## src/rtl/ram_param_if.sv

```systemverilog
// Request/response bundle between the load/store unit and ram_param.
// Latency: none, wiring only.
// Backpressure: none; busy tells the requester that requests are being ignored.
interface ram_param_if #(
    parameter int DATA_W = 8,
    parameter int ADDR_W = 4
);
    logic              en;
    logic              we;
    logic [ADDR_W-1:0] addr;
    logic [DATA_W-1:0] din;
    logic              pinj;
    logic [DATA_W-1:0] dout;
    logic              rvalid;
    logic              busy;
    logic              perr;

    // Requester side: drives the access, observes the read response.
    modport master (
        output en, we, addr, din, pinj,
        input  dout, rvalid, busy, perr
    );

    // Memory side: consumes the access, returns the read response.
    modport slave (
        input  en, we, addr, din, pinj,
        output dout, rvalid, busy, perr
    );
endinterface

```

## src/rtl/ram_param.sv

```systemverilog
// Parametrised single-port RAM with post-reset clear sequencer; optional parity via RAM_PARITY_EN.
// Latency: reads return RD_LAT (1 or 2) edges after the request edge; writes take effect on the request edge.
// Backpressure: none; requests seen while busy (clearing) are silently dropped.
module ram_param #(
    parameter int DATA_W = 8,
    parameter int ADDR_W = 4,
    parameter int DEPTH  = 16,
    parameter int RD_LAT = 1
) (
    input  logic           clk,
    input  logic           areset,
    ram_param_if.slave     bus
);

    typedef enum logic {
        CLEAR,
        READY
    } state_t;

    localparam logic [ADDR_W-1:0] LAST_PTR  = ADDR_W'(DEPTH - 1);
    localparam logic [ADDR_W:0]   DEPTH_EXT = (ADDR_W + 1)'(DEPTH);

    state_t            state;
    logic [ADDR_W-1:0] ptr;
    logic              busy_q;

    logic [DATA_W-1:0] mem [0:DEPTH-1];

    logic              in_range;
    logic              clr_wr;
    logic              wr_req;
    logic              rd_req;
    logic [DATA_W-1:0] rd_dat;
    logic              rd_perr;

    // Read response pipeline; the last stage drives the outputs.
    logic [RD_LAT-1:0] vld_q;
    logic [RD_LAT-1:0] perr_q;
    logic [DATA_W-1:0] dat_q [RD_LAT];

    // Out-of-range addresses are only possible when DEPTH < 2**ADDR_W.
    assign in_range = {1'b0, bus.addr} < DEPTH_EXT;

    // Reset wins over everything, so a request on the reset edge is lost.
    assign clr_wr = !areset && (state == CLEAR);
    assign wr_req = !areset && (state == READY) && bus.en && bus.we && in_range;
    assign rd_req = !areset && (state == READY) && bus.en && !bus.we;

    // Out-of-range reads still respond, with zero data and no parity error.
    assign rd_dat = in_range ? mem[bus.addr] : '0;

`ifdef RAM_PARITY_EN
    logic par_mem [0:DEPTH-1];

    // Parity array shadows the data array; pinj flips the stored bit for fault injection.
    always_ff @(posedge clk) begin
        if (clr_wr) begin
            par_mem[ptr] <= 1'b0;
        end else if (wr_req) begin
            par_mem[bus.addr] <= (^bus.din) ^ bus.pinj;
        end
    end

    assign rd_perr = in_range && (par_mem[bus.addr] != (^mem[bus.addr]));
`else
    logic unused_pinj;

    assign unused_pinj = bus.pinj;
    assign rd_perr     = 1'b0;
`endif

    // Clear sequencer: sweep every word once after reset, then serve requests.
    always_ff @(posedge clk) begin
        if (areset) begin
            state  <= CLEAR;
            ptr    <= '0;
            busy_q <= 1'b1;
        end else begin
            case (state)
                CLEAR: begin
                    if (ptr == LAST_PTR) begin
                        state  <= READY;
                        ptr    <= '0;
                        busy_q <= 1'b0;
                    end else begin
                        ptr <= ptr + 1'b1;
                    end
                end
                READY: begin
                    busy_q <= 1'b0;
                end
                default: begin
                    state  <= CLEAR;
                    ptr    <= '0;
                    busy_q <= 1'b1;
                end
            endcase
        end
    end

    // Data array write port, shared between the clear sweep and CPU stores.
    always_ff @(posedge clk) begin
        if (clr_wr) begin
            mem[ptr] <= '0;
        end else if (wr_req) begin
            mem[bus.addr] <= bus.din;
        end
    end

    // Read pipeline: data stages only load on a valid read so dout holds between reads.
    always_ff @(posedge clk) begin
        if (areset) begin
            vld_q  <= '0;
            perr_q <= '0;
            for (int i = 0; i < RD_LAT; i++) begin
                dat_q[i] <= '0;
            end
        end else begin
            vld_q[0]  <= rd_req;
            perr_q[0] <= rd_req && rd_perr;
            if (rd_req) begin
                dat_q[0] <= rd_dat;
            end
            for (int i = 1; i < RD_LAT; i++) begin
                vld_q[i]  <= vld_q[i-1];
                perr_q[i] <= perr_q[i-1];
                if (vld_q[i-1]) begin
                    dat_q[i] <= dat_q[i-1];
                end
            end
        end
    end

    assign bus.dout   = dat_q[RD_LAT-1];
    assign bus.rvalid = vld_q[RD_LAT-1];
    assign bus.perr   = perr_q[RD_LAT-1];
    assign bus.busy   = busy_q;

endmodule
```

## src/flat_wrapper.sv

```systemverilog
// flat-port wrapper written by rule: the top's interface ports become plain ports
module ram_param_flat 
#(
    parameter int DATA_W = 8,
    parameter int ADDR_W = 4,
    parameter int DEPTH  = 16,
    parameter int RD_LAT = 1
)
  (clk, areset, bus_en, bus_we, bus_addr, bus_din, bus_pinj, bus_dout, bus_rvalid, bus_busy, bus_perr);
  ram_param_if #(.DATA_W(DATA_W), .ADDR_W(ADDR_W)) bus_i ();
  input  logic clk;
  input  logic areset;
  input wire logic [$bits(bus_i.en)-1:0] bus_en;
  input wire logic [$bits(bus_i.we)-1:0] bus_we;
  input wire logic [$bits(bus_i.addr)-1:0] bus_addr;
  input wire logic [$bits(bus_i.din)-1:0] bus_din;
  input wire logic [$bits(bus_i.pinj)-1:0] bus_pinj;
  output wire logic [$bits(bus_i.dout)-1:0] bus_dout;
  output wire logic [$bits(bus_i.rvalid)-1:0] bus_rvalid;
  output wire logic [$bits(bus_i.busy)-1:0] bus_busy;
  output wire logic [$bits(bus_i.perr)-1:0] bus_perr;
  assign bus_i.en = bus_en;
  assign bus_i.we = bus_we;
  assign bus_i.addr = bus_addr;
  assign bus_i.din = bus_din;
  assign bus_i.pinj = bus_pinj;
  assign bus_dout = bus_i.dout;
  assign bus_rvalid = bus_i.rvalid;
  assign bus_busy = bus_i.busy;
  assign bus_perr = bus_i.perr;
  ram_param #(.DATA_W(DATA_W), .ADDR_W(ADDR_W), .DEPTH(DEPTH), .RD_LAT(RD_LAT)) u_core (.clk(clk), .areset(areset), .bus(bus_i));
endmodule
```

## config.mk

```make
export PLATFORM = sky130hd
export DESIGN_NAME = ram_param_flat
export DESIGN_NICKNAME = d
export VERILOG_FILES = /design/src/rtl/ram_param_if.sv /design/src/rtl/ram_param.sv /design/src/flat_wrapper.sv
export SDC_FILE = /design/constraint.sdc
export NUM_CORES = 1
export LEC_CHECK = 0
export ABC_CLOCK_PERIOD_IN_PS = 2800
export CAP_MARGIN = 20
export CORE_ASPECT_RATIO = 1.75
export CORE_MARGIN = 2
export CORE_UTILIZATION = 60
export CTS_BUF_LIST = sky130_fd_sc_hd__clkbuf_16
export DETAILED_ROUTE_END_ITERATION = 6
export DONT_BUFFER_PORTS = 1
export PLACE_DENSITY = 0.76
export RECOVER_POWER = 50
export SETUP_SLACK_MARGIN = 0.05
export SYNTH_ARGS = -nofsm -noshare
export SYNTH_HDL_FRONTEND = slang
export SYNTH_SLANG_ARGS = --single-unit
```

## constraint.sdc

```tcl
create_clock -name clk -period 2.8 [get_ports clk]
set_clock_uncertainty 0.05 [all_clocks]
set_input_delay 0.56 -clock clk [delete_from_list [all_inputs] [get_ports clk]]
set_output_delay 0.56 -clock clk [all_outputs]
set_load 0.01 [all_outputs]
```

==> results of run 1 <==
==> logic make-up after synthesis <==
family	Yosys count	share of synthesized area
compound gates	16	0.0210
fa+ha+maj	1	0.00216
buf+inv	20	0.0281
other cells	1	0.000648
flops	143	0.730
xor+xnor	1	0.00151
mux	48	0.160
simple gates	63	0.0571
==> path summary, 6_finish.rpt <==
check,endpoint,slack [ns],cells after the start
setup / recovery,u_core.mem[9][6],0.41,4
hold / removal,u_core.ptr[0],0.16,1
setup reg to reg,u_core.mem[9][6],0.41,4
hold reg to reg,u_core.bus.busy,0.47,1
==> power by group <==
group | internal [mW] | switching (mW) | total, mW
Clock | 1.39 | 0.848 | 2.24
Combinational | 0.0597 | 0.0591 | 0.119
Sequential | 2.34 | 0.0152 | 2.36
Total | 3.79 | 0.922 | 4.72
==> state kept, by name (all words and copies together) (netlist names) <==
name	count
u_core.mem	128
u_core.state	1
u_core.dat_q	8
u_core.bus.busy	1
u_core.ptr	4
u_core.bus.rvalid	1
==> placed cells by master, fill, tap and decap left out, types with 3 or more instances in the layout <==
master	instances
buf_4	11
edfxtp_1	136
nor3_1	9
inv_1	3
o211ai_1	8
nand3_1	16
mux4_2	22
and2_1	4
and2_0	5
clkbuf_1	6
nand2_1	3
clkinv_2	3
nor2b_1	6
bufinv_16	3
dfxtp_1	7
clkbuf_16	17
clkinv_4	3
nor2_1	14
mux2i_1	15
mux4_1	10
==> critical path, stage by stage (launching register included) <==
cell and delay [ns]:
dfxtp_1 0.47, and4b_1 0.45, buf_4 0.25, a32oi_2 0.14, nor2_1 0.66
==> area by class of cell <==
type,count,area [sq um],area share
sequential,143,4220,0.651
timing repair buffer,17,105,0.0162
clock buffer,17,425,0.0656
multi-input combinational,130,1400,0.216
clock inverter,14,168,0.0259
tap,122,153,0.0235
inverter,3,11.3,0.00174
==> cell usage after synthesis, drive strengths merged <==
| library cell | count | area, sq um |
|---|---|---|
| o21ai | 1 | 5.00 |
| clkbuf | 2 | 7.51 |
| and4b | 1 | 10.0 |
| nand3 | 16 | 80.1 |
| a21o | 2 | 15.0 |
| o211ai | 8 | 60.1 |
| nor4bb | 1 | 10.0 |
| a21oi | 2 | 10.0 |
| nor2 | 14 | 52.6 |
| a31oi | 1 | 6.26 |
| buf | 15 | 144 |
| nand4 | 1 | 6.26 |
| ha | 1 | 12.5 |
| conb | 1 | 3.75 |
| or2 | 1 | 6.26 |
| nand2b | 1 | 6.26 |
| a32oi | 2 | 25.0 |
| or3 | 1 | 6.26 |
| inv | 3 | 11.3 |
| mux2 | 1 | 15.0 |
| nor2b | 6 | 37.5 |
| edfxtp | 136 | 4080 |
| nand2 | 3 | 13.8 |
| mux4 | 32 | 758 |
| mux2i | 15 | 150 |
| xnor2 | 1 | 8.76 |
| nor3 | 9 | 45.0 |
| dfxtp | 7 | 140 |
| and2 | 9 | 56.3 |
==> layer usage <==
| layer | wire length, um | vias up | part of all wire |
|---|---|---|---|
| li1 | - | 1233 | - |
| met1 | 4030 | 1431 | 0.38 |
| met2 | 5790 | 90 | 0.55 |
| met3 | 543 | 15 | 0.051 |
| met4 | 186 | 0 | 0.018 |
| met5 | 0 | - | 0 |
==> stage by stage <==
step           hold slack [ns]  utilization  power, mW  worst slack [ns]  cells
5_1_grt                  0.137        0.689       4.86             0.311    446
2_1_floorplan            0.447            -       2.51             0.457    293
3_3_place_gp             0.457        0.628       2.52             0.146    413
6_report                 0.158        0.689       4.72             0.408    446
4_1_cts                  0.135        0.692       4.76             0.295    445
3_5_place_dp             0.463        0.629       2.52             0.188    414
==> qor.json, run 1 <==
{
  "fp.dieH": {"value": 134, "unit": "um"},
  "cts_hold_buf": {"value": 0},
  "cts_setup_buffers": {"value": 0},
  "clock_tree_from_tritoncts": {"value": "built"},
  "route.vias.total": {"value": 2769},
  "detail_route.drc_violations": {"value": 0},
  "first_global_vias": {"value": 2802},
  "hold_path_startpoint": {"value": "areset"},
  "slew_violations": {"value": 0},
  "grt_util_met1": {"value": 0.276},
  "initial_standard_cell_utilization_of_the_core": {"value": 0.615},
  "groute.layer.met3.usage": {"value": 0.0794},
  "number_of_max_capacitance_violations_reported": {"value": 0},
  "yosysSeqAreaShare": {"value": 0.730},
  "max_freq": {"value": 418, "unit": "MHz"},
  "crit_start": {"value": "u_core.state"},
  "gr-total-overflow": {"value": 0},
  "core-area": {"value": 9410, "unit": "sq um"},
  "timing.critical_path.to_type": {"value": "flop"},
  "critical_path_class": {"value": "reg2reg"},
  "numPortBuffers": {"value": 0},
  "hold_path.class": {"value": "in2reg"},
  "share_of_the_clock_period_used_by_the_worst_path": {"value": 0.854},
  "timing_worst_slew_pin_value": {"value": 0.913, "unit": "ns"},
  "worst_ir_drop_vdd": {"value": 0.727, "unit": "mV"},
  "floorplan.die_area": {"value": 10500, "unit": "sq um"},
  "grt_pass1_wl": {"value": 16200, "unit": "um"},
  "gp_congestion": {"value": 0.761},
  "setup_violations": {"value": 0},
  "final_cell_area": {"value": 6480, "unit": "sq um"},
  "total_wire_length": {"value": 10600, "unit": "um"},
  "worst_r2r_startpoint": {"value": "u_core.state"},
  "finalCriticalPeriod": {"value": 2.39, "unit": "ns"},
  "power_density": {"value": 727, "unit": "nW/um^2"},
  "areaGrowthSynthToFinish": {"value": 12.0, "unit": "%"},
  "floorplan.die.width": {"value": 78.2, "unit": "um"},
  "postCtsResizedCells": {"value": 0},
  "num_cts_buffers": {"value": 17},
  "drive_above_1_share": {"value": 0.204},
  "static_power_due_to_leakage": {"value": 2.36, "unit": "nW"},
  "global_route.usage.total": {"value": 0.223},
  "cts_num_sinks": {"value": 143},
  "drt_first_iter_violations": {"value": 222},
  "antenna-diode-count": {"value": 0},
  "post_synthesis_average_cell_area": {"value": 19.8, "unit": "sq um"},
  "setup_total_negative_slack": {"value": 0, "unit": "ns"},
  "cts.root.buffer_cell": {"value": "clkbuf_16"},
  "dpl-instance-area": {"value": 5910, "unit": "sq um"},
  "drt_first_pass_iters": {"value": 5},
  "number_of_instances_in_the_synthesized_netlist": {"value": 293},
  "relSlewSlack": {"value": 0.391},
  "cp_max_fo": {"value": 12},
  "synth_fp_nets": {"value": 311},
  "cts_max_level": {"value": 4},
  "viasPerCell": {"value": 6.21},
  "clock_latency": {"value": 0.42, "unit": "ns"},
  "rsz0062_at_grt": {"value": "false"},
  "hpwl": {"value": 6810, "unit": "um"},
  "global_route.peak_usage_layer": {"value": "met2"},
  "report.final.hold_viol_count": {"value": 0},
  "crit_arrival": {"value": 2.39, "unit": "ns"},
  "syn_area": {"value": 5790, "unit": "sq um"},
  "synth_cell_types": {"value": 36},
  "grt_start_max_net_pins": {"value": 37},
  "synthesis.yosys.warnings": {"value": 0},
  "placement_rows": {"value": 47},
  "initial_antenna_violation_count": {"value": 0},
  "status": {"value": "complete, no violations"},
  "cp.required": {"value": 2.80, "unit": "ns"},
  "wire_per_inst": {"value": 23.7, "unit": "um"},
  "clk_transition_reported_paths": {"value": 0.06, "unit": "ns"},
  "i_o_pin_cnt": {"value": 28},
  "fillers": {"value": 602},
  "cp-start-kind": {"value": "flop"},
  "grtUsageMet2": {"value": 0.368},
  "antenna_left": {"value": 0},
  "nNetsFinal": {"value": 330},
  "ys_seq_elements": {"value": 143},
  "clk_path_buf_depth": {"value": 2}
}
Power figures use the tool's default switching activity.
==> inputs of run 2 (changes only) <==
--- a/config.mk
+++ b/config.mk
@@ -13,9 +13,8 @@
 export CTS_BUF_LIST = sky130_fd_sc_hd__clkbuf_16
 export DETAILED_ROUTE_END_ITERATION = 6
 export DONT_BUFFER_PORTS = 1
-export PLACE_DENSITY = 0.76
-export RECOVER_POWER = 50
-export SETUP_SLACK_MARGIN = 0.05
+export PLACE_DENSITY_LB_ADDON = 0.25
+export RECOVER_POWER = 100
 export SYNTH_ARGS = -nofsm -noshare
 export SYNTH_HDL_FRONTEND = slang
 export SYNTH_SLANG_ARGS = --single-unit
==> run 2 against run 1 <==
Effect of this change: worst setup slack lost 0.094 ns; die area is the same; routed wire length grew 3.8%; clock power shrank 9.8%; maximum frequency shrank 3.8%.
==> qor.json, run 2 (synthesized netlist as in run 1, its figures left out) <==
{
  "total_power": {"value": 4.49, "unit": "mW", "change": "-4.7%"},
  "fp.dieH": {"value": 134, "unit": "um", "change": "unchanged"},
  "floorplan.die_area": {"value": 10500, "unit": "sq um", "change": "unchanged"},
  "status": {"value": "complete, no violations"},
  "crit_arrival": {"value": 2.49, "unit": "ns", "change": "+0.10 ns"},
  "largest_register": {"value": "u_core.mem"},
  "clk_transition_reported_paths": {"value": 0.06, "unit": "ns", "change": "about the same"},
  "route.vias.total": {"value": 2812, "change": "+1.6%"},
  "setup_violations": {"value": 0, "change": "unchanged"},
  "share_of_the_clock_period_used_by_the_worst_path": {"value": 0.888, "change": "+0.0334"},
  "antenna_left": {"value": 0, "change": "unchanged"},
  "timing.hold.ws": {"value": 0.154, "unit": "ns", "change": "-0.00381 ns"},
  "cts_num_sinks": {"value": 143, "change": "unchanged"},
  "drt_first_iter_violations": {"value": 361, "change": "+63%"},
  "areaGrowthSynthToFinish": {"value": 10.1, "unit": "%"},
  "viasPerCell": {"value": 6.33, "change": "+2.0%"},
  "cts_hold_buf": {"value": 0, "change": "unchanged"},
  "relSlewSlack": {"value": 0.366, "change": "-0.0252"},
  "reg.largest.list": {"value": "u_core.mem (128), u_core.dat_q (8), u_core.ptr (4)"},
  "initial_standard_cell_utilization_of_the_core": {"value": 0.615, "change": "unchanged"},
  "timing_worst_slew_pin_value": {"value": 0.950, "unit": "ns", "change": "+0.0377 ns"},
  "global_route.usage.total": {"value": 0.229, "change": "+0.00566"},
  "initial_antenna_violation_count": {"value": 0, "change": "unchanged"},
  "grt_start_max_net_pins": {"value": 37, "change": "unchanged"},
  "worst_ir_drop_vdd": {"value": 0.522, "unit": "mV", "change": "-28%"},
  "gp_congestion": {"value": 0.762, "change": "+0.13%"},
  "timing.critical_path.to_type": {"value": "flop"},
  "number_of_max_capacitance_violations_reported": {"value": 0, "change": "unchanged"},
  "cp-start-kind": {"value": "flop"},
  "core-area": {"value": 9410, "unit": "sq um", "change": "unchanged"},
  "numPortBuffers": {"value": 0, "change": "unchanged"},
  "detail_route.drc_violations": {"value": 0, "change": "unchanged"},
  "power_density": {"value": 705, "unit": "nW/um^2", "change": "-3.0%"},
  "drt_first_pass_iters": {"value": 4, "change": "-1"},
  "floorplan.die.width": {"value": 78.2, "unit": "um", "change": "unchanged"},
  "nNetsFinal": {"value": 328, "change": "-0.61%"},
  "antenna-diode-count": {"value": 0, "change": "unchanged"},
  "finalCriticalPeriod": {"value": 2.49, "unit": "ns", "change": "+0.0936 ns"},
  "rsz0062_at_grt": {"value": "false"},
  "post-route-util": {"value": 0.677, "change": "-0.0122"},
  "largest_register_ffs": {"value": 128, "change": "unchanged"},
  "slew_violations": {"value": 0, "change": "unchanged"},
  "cp.required": {"value": 2.80, "unit": "ns", "change": "about the same"},
  "max_freq": {"value": 402, "unit": "MHz", "change": "-3.8%"},
  "hold_path.class": {"value": "in2reg"},
  "critical_path_class": {"value": "reg2reg"},
  "cts_max_level": {"value": 4, "change": "unchanged"},
  "i_o_pin_cnt": {"value": 28, "change": "unchanged"},
  "postCtsResizedCells": {"value": 0, "change": "unchanged"},
  "clock_tree_from_tritoncts": {"value": "built"},
  "mostFrequentLayoutCell": {"value": "edfxtp_1"},
  "cts_setup_buffers": {"value": 0, "change": "unchanged"},
  "fillers": {"value": 640, "change": "+6.3%"},
  "clk_path_buf_depth": {"value": 2, "change": "unchanged"},
  "total_wire_length": {"value": 11000, "unit": "um", "change": "+3.8%"},
  "wire_per_inst": {"value": 24.7, "unit": "um", "change": "+4.3%"},
  "report.final.hold_viol_count": {"value": 0, "change": "unchanged"},
  "layout.cells.most_common_list": {"value": "edfxtp_1 (136), mux4_2 (22), clkbuf_16 (17)"},
  "grt_pass1_wl": {"value": 16400, "unit": "um", "change": "+1.5%"},
  "cts.root.buffer_cell": {"value": "clkbuf_16"},
  "first_global_vias": {"value": 2897, "change": "+3.4%"},
  "setup_total_negative_slack": {"value": 0, "unit": "ns", "change": "unchanged"},
  "timing.reg2reg.setup_slack": {"value": 0.31, "unit": "ns", "change": "-0.09 ns"},
  "hpwl": {"value": 7020, "unit": "um", "change": "+3.1%"},
  "cp_max_fo": {"value": 12, "change": "unchanged"},
  "drive_above_1_share": {"value": 0.161, "change": "-0.0422"},
  "clock_latency": {"value": 0.42, "unit": "ns", "change": "about the same"},
  "num_cts_buffers": {"value": 17, "change": "unchanged"},
  "static_power_due_to_leakage": {"value": 2.27, "unit": "nW", "change": "-3.5%"},
  "gr-total-overflow": {"value": 0, "change": "unchanged"},
  "placement_rows": {"value": 47, "change": "unchanged"}
}
-- run 2: cell count changes in the layout (fill, tap and decap cells not counted), sizes merged --
cell | before | now
buf | 11 | 3
clkbuf | 23 | 29
clkinv | 6 | 10
bufinv | 3 | 1
inv | 6 | 4
-- run 2: worst max-delay path: stages, from the launching register on --
cell and delay (ns):
dfxtp_1 0.32, and4b_1 0.39, buf_4 0.25, mux2_1 0.41, nor3_1 0.26, clkbuf_1 0.45
-- run 2: area by class of cell --
class / instances / area, sq um / share of cell area
repair buffers: 15 / 67.6 / 0.0106
clock inverters: 14 / 101 / 0.0159
inverters: 3 / 11.3 / 0.00177
flip-flops and latches: 143 / 4220 / 0.663
clock buffers: 17 / 425 / 0.0668
multi-input cells: 130 / 1390 / 0.218
well taps: 122 / 153 / 0.0240
-- run 2: power by group --
part / switching [mW] / total, mW / leakage, nW / internal [mW]
Sequential: 0.0154 / 2.36 / 1.53 / 2.34
Clock: 0.828 / 2.02 / 0.256 / 1.19
Combinational: 0.0593 / 0.115 / 0.486 / 0.0555
Total: 0.903 / 4.49 / 2.27 / 3.59
-- run 2: final timing paths --
kind / cells after the start / to / startpoint
worst max-delay path: 5 / u_core.mem[7][2] / u_core.state
worst min-delay path: 1 / u_core.ptr[3] / areset
worst max register to register: 5 / u_core.mem[7][2] / u_core.state
worst min register to register: 1 / u_core.bus.busy / u_core.bus.busy
-- run 2: metrics by stage --
| stage | instances | area (sq um) | setup slack (ns) |
|---|---|---|---|
| after floorplan | 293 | 5790 | 0.457 |
| after global placement | 412 | 5900 | 0.248 |
| after detailed placement | 413 | 5900 | 0.270 |
| after CTS | 444 | 6430 | 0.540 |
| after global routing | 444 | 6370 | 0.226 |
| final | 444 | 6370 | 0.314 |
-- run 2: metal layers --
| layer | vias to the layer above | part of all wire | global-route usage |
|---|---|---|---|
| met1 | 1462 | 0.37 | 0.269 |
| met4 | 0 | 0.030 | 0.101 |
| li1 | 1231 | - | - |
| met3 | 21 | 0.055 | 0.0673 |
| met5 | - | 0 | 0 |
| met2 | 98 | 0.54 | 0.389 |
